### src/rtl/multicycle_control_pkg.sv
// Shared encodings for the multi-cycle MIPS control sequencer: FSM states,
// opcodes and the ALU / mux select codes driven onto the datapath.
package multicycle_control_pkg;

    typedef enum logic [3:0] {
        S_FETCH  = 4'd0,
        S_DECODE = 4'd1,
        S_MEMADR = 4'd2,
        S_MEMRD  = 4'd3,
        S_MEMWB  = 4'd4,
        S_MEMWR  = 4'd5,
        S_REXE   = 4'd6,
        S_RWB    = 4'd7,
        S_BRANCH = 4'd8,
        S_IEXE   = 4'd9,
        S_IWB    = 4'd10,
        S_JUMP   = 4'd11,
        S_TRAP   = 4'd12
    } state_t;

    localparam logic [5:0] OP_RTYPE = 6'b000000;
    localparam logic [5:0] OP_LW    = 6'b100011;
    localparam logic [5:0] OP_SW    = 6'b101011;
    localparam logic [5:0] OP_BEQ   = 6'b000100;
    localparam logic [5:0] OP_BNE   = 6'b000101;
    localparam logic [5:0] OP_ADDI  = 6'b001000;
    localparam logic [5:0] OP_ANDI  = 6'b001100;
    localparam logic [5:0] OP_J     = 6'b000010;

    localparam logic [1:0] ALU_ADD   = 2'b00;
    localparam logic [1:0] ALU_SUB   = 2'b01;
    localparam logic [1:0] ALU_FUNCT = 2'b10;
    localparam logic [1:0] ALU_AND   = 2'b11;

    localparam logic [1:0] SRCB_REG    = 2'b00;
    localparam logic [1:0] SRCB_FOUR   = 2'b01;
    localparam logic [1:0] SRCB_IMM    = 2'b10;
    localparam logic [1:0] SRCB_BRANCH = 2'b11;

    localparam logic [1:0] PCSRC_ALU    = 2'b00;
    localparam logic [1:0] PCSRC_ALUOUT = 2'b01;
    localparam logic [1:0] PCSRC_JUMP   = 2'b10;

endpackage

### src/rtl/multicycle_control_out.sv
// Combinational control-word decode from (state, opcode, memory ready).
// Only the wait states look at mem_ready, so the request lines stay stable.
module multicycle_control_out
    import multicycle_control_pkg::*;
(
    input  logic [3:0] state,
    input  logic [5:0] op_code,
    input  logic       mem_ready,
    output logic       pc_write,
    output logic       pc_write_cond_eq,
    output logic       pc_write_cond_ne,
    output logic       iord,
    output logic       mem_read,
    output logic       mem_write,
    output logic       ir_write,
    output logic       mem_to_reg,
    output logic       reg_dst,
    output logic       reg_write,
    output logic       alu_src_a,
    output logic [1:0] alu_src_b,
    output logic       ext_zero,
    output logic [1:0] alu_op,
    output logic [1:0] pc_source,
    output logic       instr_done
);

    state_t st;
    assign st = state_t'(state);

    always_comb begin
        pc_write         = 1'b0;
        pc_write_cond_eq = 1'b0;
        pc_write_cond_ne = 1'b0;
        iord             = 1'b0;
        mem_read         = 1'b0;
        mem_write        = 1'b0;
        ir_write         = 1'b0;
        mem_to_reg       = 1'b0;
        reg_dst          = 1'b0;
        reg_write        = 1'b0;
        alu_src_a        = 1'b0;
        alu_src_b        = SRCB_REG;
        ext_zero         = 1'b0;
        alu_op           = ALU_ADD;
        pc_source        = PCSRC_ALU;
        instr_done       = 1'b0;
        case (st)
            S_FETCH: begin
                // PC+4 is computed every cycle but only committed with the IR
                mem_read  = 1'b1;
                alu_src_b = SRCB_FOUR;
                ir_write  = mem_ready;
                pc_write  = mem_ready;
            end
            S_DECODE: begin
                alu_src_b = SRCB_BRANCH;
            end
            S_MEMADR: begin
                alu_src_a = 1'b1;
                alu_src_b = SRCB_IMM;
            end
            S_MEMRD: begin
                mem_read = 1'b1;
                iord     = 1'b1;
            end
            S_MEMWB: begin
                reg_write  = 1'b1;
                mem_to_reg = 1'b1;
                instr_done = 1'b1;
            end
            S_MEMWR: begin
                mem_write  = 1'b1;
                iord       = 1'b1;
                instr_done = mem_ready;
            end
            S_REXE: begin
                alu_src_a = 1'b1;
                alu_op    = ALU_FUNCT;
            end
            S_RWB: begin
                reg_write  = 1'b1;
                reg_dst    = 1'b1;
                instr_done = 1'b1;
            end
            S_BRANCH: begin
                alu_src_a        = 1'b1;
                alu_op           = ALU_SUB;
                pc_source        = PCSRC_ALUOUT;
                pc_write_cond_eq = (op_code == OP_BEQ);
                pc_write_cond_ne = (op_code == OP_BNE);
                instr_done       = 1'b1;
            end
            S_IEXE: begin
                alu_src_a = 1'b1;
                alu_src_b = SRCB_IMM;
                if (op_code == OP_ANDI) begin
                    alu_op   = ALU_AND;
                    ext_zero = 1'b1;
                end
            end
            S_IWB: begin
                reg_write  = 1'b1;
                instr_done = 1'b1;
            end
            S_JUMP: begin
                pc_write   = 1'b1;
                pc_source  = PCSRC_JUMP;
                instr_done = 1'b1;
            end
            default: ;
        endcase
    end

endmodule

### src/rtl/multicycle_control.sv
// Multi-cycle MIPS sequencer: state register, next-state logic, sticky
// illegal-opcode trap and retired-instruction counter.
module multicycle_control
    import multicycle_control_pkg::*;
#(
    parameter int COUNT_WIDTH = 32
)(
    input  logic                   clk,
    input  logic                   resetN,
    input  logic [5:0]             opCode,
    input  logic                   memReady,
    output logic                   pcWrite,
    output logic                   pcWriteCondEq,
    output logic                   pcWriteCondNe,
    output logic                   iorD,
    output logic                   memRead,
    output logic                   memWrite,
    output logic                   irWrite,
    output logic                   memtoReg,
    output logic                   regDst,
    output logic                   regWrite,
    output logic                   aluSrcA,
    output logic [1:0]             aluSrcB,
    output logic                   extZero,
    output logic [1:0]             aluOp,
    output logic [1:0]             pcSource,
    output logic                   illegalOp,
    output logic                   instrDone,
    output logic [COUNT_WIDTH-1:0] instrCount,
    output logic [3:0]             state
);

    state_t cur_state;
    state_t next_state;
    logic   illegal_q;
    logic [COUNT_WIDTH-1:0] count_q;

    logic       pc_write_c, cond_eq_c, cond_ne_c, iord_c, mem_read_c, mem_write_c;
    logic       ir_write_c, mem_to_reg_c, reg_dst_c, reg_write_c, alu_src_a_c;
    logic       ext_zero_c, instr_done_c;
    logic [1:0] alu_src_b_c, alu_op_c, pc_source_c;

    always_ff @(posedge clk) begin
        if (!resetN) begin
            cur_state <= S_FETCH;
            illegal_q <= 1'b0;
            count_q   <= '0;
        end else begin
            cur_state <= next_state;
            if (next_state == S_TRAP) begin
                illegal_q <= 1'b1;
            end
            if (instr_done_c) begin
                count_q <= count_q + COUNT_WIDTH'(1);
            end
        end
    end

    always_comb begin
        next_state = cur_state;
        case (cur_state)
            S_FETCH:  next_state = memReady ? S_DECODE : S_FETCH;
            S_DECODE: begin
                case (opCode)
                    OP_RTYPE:        next_state = S_REXE;
                    OP_LW, OP_SW:    next_state = S_MEMADR;
                    OP_BEQ, OP_BNE:  next_state = S_BRANCH;
                    OP_ADDI, OP_ANDI: next_state = S_IEXE;
                    OP_J:            next_state = S_JUMP;
                    default:         next_state = S_TRAP;
                endcase
            end
            // an opcode that changed under us after decode is treated as illegal
            S_MEMADR: begin
                if (opCode == OP_LW)      next_state = S_MEMRD;
                else if (opCode == OP_SW) next_state = S_MEMWR;
                else                      next_state = S_TRAP;
            end
            S_MEMRD:  next_state = memReady ? S_MEMWB : S_MEMRD;
            S_MEMWB:  next_state = S_FETCH;
            S_MEMWR:  next_state = memReady ? S_FETCH : S_MEMWR;
            S_REXE:   next_state = S_RWB;
            S_RWB:    next_state = S_FETCH;
            S_BRANCH: next_state = S_FETCH;
            S_IEXE:   next_state = S_IWB;
            S_IWB:    next_state = S_FETCH;
            S_JUMP:   next_state = S_FETCH;
            S_TRAP:   next_state = S_TRAP;
            default:  next_state = S_FETCH;
        endcase
    end

    multicycle_control_out u_out (
        .state            (cur_state),
        .op_code          (opCode),
        .mem_ready        (memReady),
        .pc_write         (pc_write_c),
        .pc_write_cond_eq (cond_eq_c),
        .pc_write_cond_ne (cond_ne_c),
        .iord             (iord_c),
        .mem_read         (mem_read_c),
        .mem_write        (mem_write_c),
        .ir_write         (ir_write_c),
        .mem_to_reg       (mem_to_reg_c),
        .reg_dst          (reg_dst_c),
        .reg_write        (reg_write_c),
        .alu_src_a        (alu_src_a_c),
        .alu_src_b        (alu_src_b_c),
        .ext_zero         (ext_zero_c),
        .alu_op           (alu_op_c),
        .pc_source        (pc_source_c),
        .instr_done       (instr_done_c)
    );

    // Controls are held quiet while reset is low so nothing is written mid-abort
    assign pcWrite       = resetN & pc_write_c;
    assign pcWriteCondEq = resetN & cond_eq_c;
    assign pcWriteCondNe = resetN & cond_ne_c;
    assign iorD          = resetN & iord_c;
    assign memRead       = resetN & mem_read_c;
    assign memWrite      = resetN & mem_write_c;
    assign irWrite       = resetN & ir_write_c;
    assign memtoReg      = resetN & mem_to_reg_c;
    assign regDst        = resetN & reg_dst_c;
    assign regWrite      = resetN & reg_write_c;
    assign aluSrcA       = resetN & alu_src_a_c;
    assign aluSrcB       = resetN ? alu_src_b_c : 2'b00;
    assign extZero       = resetN & ext_zero_c;
    assign aluOp         = resetN ? alu_op_c : 2'b00;
    assign pcSource      = resetN ? pc_source_c : 2'b00;
    assign instrDone     = resetN & instr_done_c;

    assign illegalOp  = illegal_q;
    assign instrCount = count_q;
    assign state      = cur_state;

endmodule

### config.mk
export PLATFORM = sky130hd
export DESIGN_NAME = multicycle_control
export DESIGN_NICKNAME = d
export VERILOG_FILES = /design/src/rtl/multicycle_control_pkg.sv /design/src/rtl/multicycle_control_out.sv /design/src/rtl/multicycle_control.sv
export SDC_FILE = /design/constraint.sdc
export NUM_CORES = 1
export LEC_CHECK = 0
export CORE_ASPECT_RATIO = 1.5
export CORE_MARGIN = 8
export CORE_UTILIZATION = 48
export DETAILED_ROUTE_END_ITERATION = 16
export PLACE_DENSITY = 0.87
export SLEW_MARGIN = 20
export SYNTH_ARGS = -nofsm -noshare
export SYNTH_HDL_FRONTEND = slang
export SYNTH_HIERARCHICAL = 1
export SYNTH_SLANG_ARGS = --single-unit
### constraint.sdc
create_clock -name clk -period 3.15 [get_ports clk]
set_input_delay 0.63 -clock clk [delete_from_list [all_inputs] [get_ports clk]]
set_output_delay 0.63 -clock clk [all_outputs]
set_load 0.01 [all_outputs]
==> summary.md <==
| Metric | Value |
|---|---|
| Outcome | `complete, no violations` |
| Average wire per standard cell | `between 10 and 15 µm` |
| MaxCap Viol Count | `0` |
| Switching power total | `about 0.34 mW` |
| Power density relative to cell area | `between 300 and 400 nW/µm²` |
| Relative slew margins | `61.3%` |
| Placed cell areas | `3060 µm²` |
| Final clock period utilization by the worst path | `a little over nine tenths` |
| Synth unique cells | `just under 50` |
| Most numerous cell types in the synthesized netlist | `sky130_fd_sc_hd__nor2_1 (38), sky130_fd_sc_hd__dfxtp_1 (37), sky130_fd_sc_hd__and2_1 (22), sky130_fd_sc_hd__xnor2_1 (22), sky130_fd_sc_hd__nor3_1 (16)` |
| Largest vdd supply drop | `about 0.21 mV` |
| Syn nets | `roughly 300` |
| Final instance area | `around 3200 µm²` |
| Half-perimeter wire length after placement | `approximately 4600 µm` |
| Ys Warns | `6` |
| Final estimated routing congestion in global placement | `0.897` |
| Pin count of the biggest net entering global routing | `32` |
| Clock root buffer | `sky130_fd_sc_hd__clkbuf_8` |
| DR vias/cell | `between 5 and 6` |
| Maximum frequency from static timing analysis | `333 MHz` |
| RSZ-0062 raised after global routing | `no` |
| Number of cells produced by synthesis | `~290` |
| Clock latency reported for the late side of the worst-skew pair | `between 0.2 and 0.3 ns` |
| Overall power consumption | `~1.2 mW` |
| Number of antenna diodes | `0` |
| Share of total power in combinational logic | `a little over a quarter` |
| Cell with the largest stage delay on the worst path | `sky130_fd_sc_hd__clkdlybuf4s50_1` |
| Worst clock skew on the final layout | `about 0.004 ns` |
| Antenna violations before repair | `0` |
| Count of unresolved DRC violations after routing | `0` |
| Predominant post-synthesis flop cell | `sky130_fd_sc_hd__dfxtp_1` |
| Area fraction of the dominant cell type after synthesis | `between 30% and 40%` |
| Power Internal | `between 0.8 and 0.9 mW` |
| Sequence of cells on the critical path | `clkdlybuf4s50_1, a21oi_1, nor3_1, buf_4, and2_1, clkdlybuf4s50_1` |
| Crit path max-delay family | `buffers and inverters` |
| Vertical extent of the die | `100 µm` |
| Post-synth ARST share | `0%` |
| Placeable Area | `~4500 µm²` |
| Bufs and invs on worst path | `3` |
| Area Growth Syn to Fin | `38.4%` |
| Critical Path Sink Type | `output pin` |
| Initial drt markers | `173` |
| Overall die width | `around 72 µm` |
| Total number of clock tree sinks | `37` |
| Sequential-to-total area share from yosys stat | `approximately 32%` |
| Leading cell types by total area after synthesis | `sky130_fd_sc_hd__dfxtp_1 (32%), sky130_fd_sc_hd__xnor2_1 (8.4%), sky130_fd_sc_hd__nor2_1 (6.3%)` |
| Final Hold Fails | `0` |
| Fill cell instance count of the final layout | `~380` |
| Clock tree from TritonCTS | `yes` |
| Floorplan die area | `roughly 7300 µm²` |
| Fraction of layout instances using a drive strength above 1 | `9.42%` |
| Highest net fanout along the worst path | `7` |
| Port Buffer Count | `64` |
| Switching share of power | `between 20 and 30%` |
| Number of synthesized flops with an enable pin | `0` |
| Count leader, synth | `sky130_fd_sc_hd__nor2_1` |
| FF+latch count, synth | `37` |
| Cell type with the highest aggregate area in the netlist | `sky130_fd_sc_hd__dfxtp_1` |
| Critical path startpoint category | `primary input` |
| First-pass GRT wire length | `between 10,000 and 15,000 µm` |
| Number of nets still failing antenna checks after routing | `0` |
| Share of the core filled with cells | `69.6%` |
| Hold WC Path Type | `reg2reg` |
| Final Max Tran Viols | `0` |
| Clk pwr share | `28.6%` |
| Post-Synthesis Cell Area | `around 2300 µm²` |
| 1st-pass router iterations | `4` |
| Transition time at the pin with the least slew margin | `0.579 ns` |
| Total grt overflow | `0` |
| Pre-CTS setup slack | `-0.0162 ns` |
| Aggregate routed wire length | `between 6000 and 7000 µm` |
| Vias in the first global route | `roughly 2,300` |
| Data arrival at the endpoint of the critical path | `2.37 ns` |
| Maximum root-to-sink buffer count | `2` |
| Per-instance average area after synthesis | `around 7.9 µm²` |
| Kind of critical path | `in2out` |
| Count of boundary I/O pins | `65` |
| Clk pin slew, worst setup/hold paths | `0.07 ns` |
| Leakage power figure | `between 1 and 1.5 nW` |
| Vias post-DR | `about 2,300` |
| Starting Density | `50.2%` |
| Delay of the slowest critical-path stage | `approximately 0.59 ns` |
| Data required time at the worst endpoint | `roughly 2.5 ns` |
| CTS HTree Levels | `2` |
| Final Setup Violations | `0` |
| Fin worst setup slack | `between 0.1 and 0.15 ns` |
| Global routing usage summed across all routing layers | `around 17%` |
| Number of buffers inserted during clock tree synthesis | `5` |
| Cell Rows | `30` |
| Final critical path time including I/O delays and setup | `around 3 ns` |
| Layout Nets | `~370` |
| Crit-path most repeated cell | `sky130_fd_sc_hd__clkdlybuf4s50_1` |
| Power share of the sequential group | `approximately 44%` |
==> power groups by stage <==
stage	Sequential (mW)	Clock, mW	Combinational, mW
detailed placement	0.526	0	0.314
finish	0.516	0.333	0.316
floorplan	0.519	0	0.181
global route	0.519	0.355	0.344
CTS	0.515	0.336	0.317
global placement	0.525	0	0.312
==> layer usage <==
layer  vias up  track usage (%)  routed length, µm
li1       1150                -                  -
met1      1101             15.9               2440
met2        65             32.7               3260
met3        14             4.58                348
met4         0             7.11                137
met5         -                0                  0
==> through the flow <==
stage               setup TNS [ns]  hold slack (ns)  cells
finish                           0            0.496    425
floorplan                        0            0.502    288
detailed placement         -0.0162            0.487    418
CTS                              0            0.504    425
global route                     0            0.519    425
global placement                 0            0.468    418
==> final cells by class <==
class	instances	area (µm²)	share of cell area [%]
Clock buffer	7	86.3	2.73
Inverter	9	33.8	1.07
Multi-Input combinational cell	228	1450	45.9
Sequential cell	37	741	23.4
Tap cell	64	80.1	2.53
Timing Repair Buffer	80	769	24.4
==> logic make-up (layout without fill, tap and decap cells) <==
group,Yosys count,count (layout),share of synthesized area [%]
XOR/XNOR,27,27,10.4
AND/OR/NAND/NOR,156,156,39.4
buffers and inverters,23,96,4.44
adder cells (fa/ha/maj),1,1,0.548
AO/OA/AOI/OAI,41,41,11.4
multiplexers,3,3,1.43
flip-flops,37,37,32.5
==> sequential cells by signal, indices dropped and copies added, names as in the netlist <==
name        cells
instrCount     32
state           4
illegalOp       1
==> placed cells by master, fill, tap and decap left out, types with 2 or more instances in the layout <==
cell type	Yosys	routed
sky130_fd_sc_hd__nand2_1	10	10
sky130_fd_sc_hd__buf_4	1	16
sky130_fd_sc_hd__nor3_1	16	16
sky130_fd_sc_hd__nand3_1	9	9
sky130_fd_sc_hd__nand4_1	7	7
sky130_fd_sc_hd__nor2b_1	8	8
sky130_fd_sc_hd__clkbuf_8	0	6
sky130_fd_sc_hd__xor2_1	5	5
sky130_fd_sc_hd__xnor2_1	22	22
sky130_fd_sc_hd__nor2_1	38	38
sky130_fd_sc_hd__mux2_2	2	2
sky130_fd_sc_hd__nand2b_1	5	5
sky130_fd_sc_hd__nand2b_4	2	2
sky130_fd_sc_hd__inv_1	9	9
sky130_fd_sc_hd__dfxtp_1	37	37
sky130_fd_sc_hd__a21boi_0	3	2
sky130_fd_sc_hd__a21oi_1	12	12
sky130_fd_sc_hd__and3_1	9	9
sky130_fd_sc_hd__clkdlybuf4s50_1	0	59
sky130_fd_sc_hd__and4_1	4	4
sky130_fd_sc_hd__o21ai_0	11	11
sky130_fd_sc_hd__o2111ai_1	2	2
sky130_fd_sc_hd__a21o_1	2	2
sky130_fd_sc_hd__or3_1	8	8
sky130_fd_sc_hd__nor4_1	7	7
sky130_fd_sc_hd__a31oi_1	2	2
sky130_fd_sc_hd__nor3b_1	2	2
sky130_fd_sc_hd__and2_1	22	22
sky130_fd_sc_hd__dlymetal6s2s_1	0	4
==> worst paths after layout <==
kind,from,endpoint,slack [ns],cells after the start
max,memReady,instrDone,0.15,6
min,illegalOp,illegalOp,0.50,1
max reg2reg,state[1],instrCount[17],0.38,10
min reg2reg,illegalOp,illegalOp,0.50,1
==> timing repair <==
item / in CTS / in global routing
pin swaps: 1 / 1
gates resized for setup: 1 / 6
setup endpoints to repair: 1 / 4
hold endpoints to repair: 0 / 0
hold buffers: 0 / 0
buffers inserted: 0 / 0
No activity file was read; power rests on OpenSTA's default activity.
